File: config.mk
export PLATFORM = sky130hd
export DESIGN_NAME = serial
export DESIGN_NICKNAME = d
export VERILOG_FILES = /design/src/rtl/serial.sv
export SDC_FILE = /design/constraint.sdc
export NUM_CORES = 1
export LEC_CHECK = 0
export BUFFER_PORTS_ARGS = -buffer_cell sky130_fd_sc_hd__buf_2
export CAP_MARGIN = 0
export CORE_MARGIN = 2
export CORE_UTILIZATION = 59
export CTS_BUF_LIST = sky130_fd_sc_hd__clkbuf_4 sky130_fd_sc_hd__clkbuf_8
export DETAILED_ROUTE_END_ITERATION = 10
export GPL_ROUTABILITY_DRIVEN = 1
export PLACE_DENSITY_LB_ADDON = 0.12
export SLEW_MARGIN = 40
export SYNTH_ARGS = -nofsm -noshare
export SYNTH_HDL_FRONTEND = slang
export SYNTH_SLANG_ARGS = --single-unit
File: constraint.sdc
create_clock -name clock -period 4.1 [get_ports clock]
set_clock_uncertainty 0.05 [all_clocks]
set_input_delay 0.82 -clock clock [delete_from_list [all_inputs] [get_ports clock]]
set_output_delay 0.82 -clock clock [all_outputs]
set_load 0.05 [all_outputs]
File: src/rtl/serial.sv
// Frame serialiser: shifts a 4-bit opcode (plus a 10-bit payload for opcode 0)
// out MSB first on a divided bit clock, then idles for a fixed gap.
module serial #(
  parameter int unsigned CLK_DIV    = 4,
  parameter int unsigned GAP_CYCLES = 8
) (
  input  logic        clock,
  input  logic        reset,
  input  logic [31:0] cmd_in,
  input  logic [31:0] data_in,
  output logic        data_out,
  output logic        clock_out,
  output logic        busy,
  output logic        ack_toggle
);

  localparam int unsigned DIV_W   = 17;
  localparam int unsigned FRAME_W = 14;
  localparam int unsigned BIT_W   = 4;
  localparam int unsigned GAP_W   = (GAP_CYCLES < 2) ? 1 : $clog2(GAP_CYCLES + 1);

  localparam logic [DIV_W-1:0] DIV_LAST = DIV_W'(CLK_DIV - 1);
  localparam logic [GAP_W-1:0] GAP_LAST = GAP_W'(GAP_CYCLES - 1);

  typedef enum logic [1:0] {
    IDLE = 2'd0,
    LOW  = 2'd1,
    HIGH = 2'd2,
    GAP  = 2'd3
  } state_t;

  state_t             state;
  logic [DIV_W-1:0]   div_cnt;
  logic [GAP_W-1:0]   gap_cnt;
  logic [BIT_W-1:0]   bits_left;
  logic [FRAME_W-1:0] shift;
  logic               acc_tog;

  logic [3:0] opcode;
  logic [9:0] payload;
  logic       unused_in;

  assign opcode    = cmd_in[4:1];
  assign payload   = data_in[9:0];
  assign unused_in = ^{cmd_in[31:5], data_in[31:10]};

  // Frame sequencer; every output is a register so the far end sees clean edges.
  always_ff @(posedge clock or negedge reset) begin
    if (!reset) begin
      state      <= IDLE;
      div_cnt    <= '0;
      gap_cnt    <= '0;
      bits_left  <= '0;
      shift      <= '0;
      acc_tog    <= 1'b0;
      data_out   <= 1'b0;
      clock_out  <= 1'b0;
      busy       <= 1'b0;
      ack_toggle <= 1'b0;
    end else begin
      case (state)
        IDLE: begin
          if (cmd_in[0] != acc_tog) begin
            acc_tog   <= cmd_in[0];
            busy      <= 1'b1;
            div_cnt   <= '0;
            clock_out <= 1'b0;
            data_out  <= opcode[3];
            state     <= LOW;
            // Only opcode 0 carries the payload; shorter frames are left-justified.
            if (opcode == 4'd0) begin
              shift     <= {opcode, payload};
              bits_left <= BIT_W'(14);
            end else begin
              shift     <= {opcode, 10'd0};
              bits_left <= BIT_W'(4);
            end
          end
        end

        LOW: begin
          if (div_cnt == DIV_LAST) begin
            div_cnt   <= '0;
            clock_out <= 1'b1;
            state     <= HIGH;
          end else begin
            div_cnt <= div_cnt + DIV_W'(1);
          end
        end

        HIGH: begin
          if (div_cnt == DIV_LAST) begin
            div_cnt   <= '0;
            clock_out <= 1'b0;
            if (bits_left > BIT_W'(1)) begin
              shift     <= {shift[FRAME_W-2:0], 1'b0};
              data_out  <= shift[FRAME_W-2];
              bits_left <= bits_left - BIT_W'(1);
              state     <= LOW;
            end else begin
              data_out <= 1'b0;
              gap_cnt  <= '0;
              state    <= GAP;
            end
          end else begin
            div_cnt <= div_cnt + DIV_W'(1);
          end
        end

        GAP: begin
          if (gap_cnt == GAP_LAST) begin
            gap_cnt    <= '0;
            ack_toggle <= ~ack_toggle;
            busy       <= 1'b0;
            state      <= IDLE;
          end else begin
            gap_cnt <= gap_cnt + GAP_W'(1);
          end
        end

        default: state <= IDLE;
      endcase
    end
  end

endmodule

==> impl_metrics.ini <==
[route]
met2_length_um = 2664
vias = 2277
topRoutingLayerUsed = met4
drt-total-wl_um = 5657
via_per_inst = 6.343
dr.pass1.iters = 4
antenna_left = 0
routedWlPerCell_um = 15.76
drc_errors = 0
wl_met3_um = 287
wl_met1_um = 2594
drt_iter0_drc = 176

[synth]
syn_inst = 292
yosys_warnings = 0
ys.flop_type = dfrtp_1
synth_edf_count = 0
synthArstFlopShare_pct = 100.0
netlist_top_cells_area = dfrtp_1, a32oi_1, o21ai_0, ha_1, inv_1
synth_nets = 366
ys_seq_area_share_pct = 42.55
syn_area_per_cell_um2 = 9.063
ys_seq_elements = 45
synth_top_area_share_pct = 42.55
synth_area_um2 = 2646
ys_types = 58
yosysTopAreaCell = dfrtp_1

[setup_path]
cp.required_ns = 4.25
critPathSlowestCell = ha_1
cp_num_buf_inv = 2
reg2reg_slack_ns = 1.38
crit_type = flop to flop
critPathMaxStageDelay_ns = 0.43
endpoint_kind = flop
critPathTopFamily = simple AND/OR/NAND/NOR gates
startpoint_type = flop
cp.arrival_ns = 2.87
worstPathCellList = inv_1 -> ha_1 -> buf_4 -> or3b_1 -> o2bb2ai_1 -> nor2_1 -> a32oi_1
cp_max_fo = 18
crit_cells = 7
reg2reg_depth = 7

[timing]
hold_violations = 0
fmax_mhz = 368.0
min_period_over_period_pct = 66.27
setup_ws_ns = 1.383
rsz0062_at_grt = false
drv_slew = 0
min_period_ns = 2.717
setup_viol = 0
tightest_slew_ns = 0.7363
timing.slew.headroom_pct = 50.62
setup_tns_ns = 0

[place]
gp_congestion = 0.8458
place_ws_ns = 1.452
dpl.hpwl_um = 3927
port_buffers = 20
dpl.cell_count = 352

[clock_tree]
clkTransAtPathRegs_ns = 0.08
h-tree-depth = 2
post_cts_buffers = 0
cts_buffers = 5
clock_latency_ns = 0.29
cts-root-buf = clkbuf_8
clock_sinks = 45
cts_hold_buf = 0
post_cts_resized = 0
cts_tree = done
clk_path_buf_depth = 2

[global_route]
grt_max_degree = 46
antenna_found_initial = 0
grt_first_pass_wirelength_um = 9860
grt_pass1_vias = 2172
grt_overflow = 0
grt_usage_pct = 24.16

[finish]
fin_cells = 359
nets = 381
multi_input_area_um2 = 1370
final.fill_count = 353
post_route_cells_drive_above_1_share_pct = 13.68
num_antenna_cells = 0
ff_latch_area_um2 = 1126
syn2layout_area_growth_pct = 8.889

[die]
io_pins = 70
die_area_um2 = 5037
row_count = 24
initial_utilization_pct = 61.20
die_height_um = 70.97
fp.coreArea_um2 = 4324
die_x_um = 70.97

[min_path]
hold_path_class = flop to flop
whs_path_depth = 1

[power]
powerDensity_nw_per_um2 = 259.9
peakVddDrop_mv = 0.1715
power_leakage_uw = 0.001213

[run_status]
outcome = finished clean

[run]
maxCapViolations = 0
## layout make-up
type,instances,share of cell area (%)
multi-input combinational,205,47.55
sequential,45,39.08
clock buffer,7,3.126
tap,52,2.258
timing repair buffer,24,4.603
inverter,26,3.387
## registers in the layout (all words and copies together), names as in the netlist
signal / count
acc_tog: 1
busy: 1
div_cnt: 17
state: 2
gap_cnt: 4
shift: 13
data_out: 1
ack_toggle: 1
clock_out: 1
bits_left: 4
## through the flow
step / util, % / hold WS, ns / cell area (um2) / power [uW]
after global placement: 64.21 / 0.4069 / 2776 / 477.5
after global routing: 66.64 / 0.4384 / 2882 / 776.1
after CTS: 66.64 / 0.4235 / 2882 / 756.8
after detailed placement: 64.55 / 0.4082 / 2791 / 478.9
final: 66.64 / 0.4165 / 2882 / 748.8
after floorplan: - / 0.4345 / 2646 / 458.1
## per-layer routing
metal | up-vias | global-route usage [%]
met5 | - | 0
met4 | 0 | 8.386
met3 | 10 | 3.561
met2 | 72 | 39.36
met1 | 1083 | 33.21
li1 | 1112 | -
## power by group
group / leakage [uW] / internal (uW) / switching [uW]
logic: 0.000671 / 8.61 / 17.5
registers: 0.000494 / 443 / 0
clock network: 0.0000477 / 140 / 139
total: 0.00121 / 592 / 156
## cell usage in the layout, fill, tap and decap left out, drive strengths merged, types with 3 or more instances in the layout
cell and n:
clkbuf 7, nor4 3, buf 24, nand2 24
or3 4, a32o 3, ha 8, dfrtp 45
nand3 8, a221oi 4, nand4 10, inv 25
a32oi 14, a211oi 4, xnor2 6, a21oi 12
a31oi 5, nor3 5, xor2 3, mux2i 3
o211ai 5, o21ai 25, nor2 21
## worst reg2reg max path, stage by stage (launching register included)
cell,delay (ns)
dfrtp_1,0.42
inv_1,0.13
ha_1,0.43
buf_4,0.30
or3b_1,0.41
o2bb2ai_1,0.36
nor2_1,0.27
a32oi_1,0.25
## cell families after synthesis
family          count (synthesis)  synth area share (%)
fa+ha+maj                       8                 3.783
simple gates                   91                 17.78
compound gates                 93                 24.97
xor+xnor                        9                 2.979
mux                             4                 1.560
buf+inv                        42                 6.383
flops                          45                 42.55
## synthesized netlist by cell type (4+ instances only)
library cell	number
dfrtp_1	45
inv_1	25
nand2_1	24
o21ai_0	24
nor2_1	21
a32oi_1	14
a21oi_1	12
nand4_1	10
clkbuf_1	8
ha_1	8
nand3_1	8
buf_2	6
xnor2_1	6
a31oi_1	5
nor3_1	5
a211oi_1	4
o211ai_1	4
or3_1	4
## final timing paths
check | from | endpoint
setup reg to reg | state[0] | shift[5]
setup / recovery | state[0] | shift[5]
hold / removal | ack_toggle | ack_toggle
hold reg to reg | ack_toggle | ack_toggle
max in group asynchronous | reset | data_out
min in group asynchronous | reset | div_cnt[11]
(Power assumes the default switching activity.)
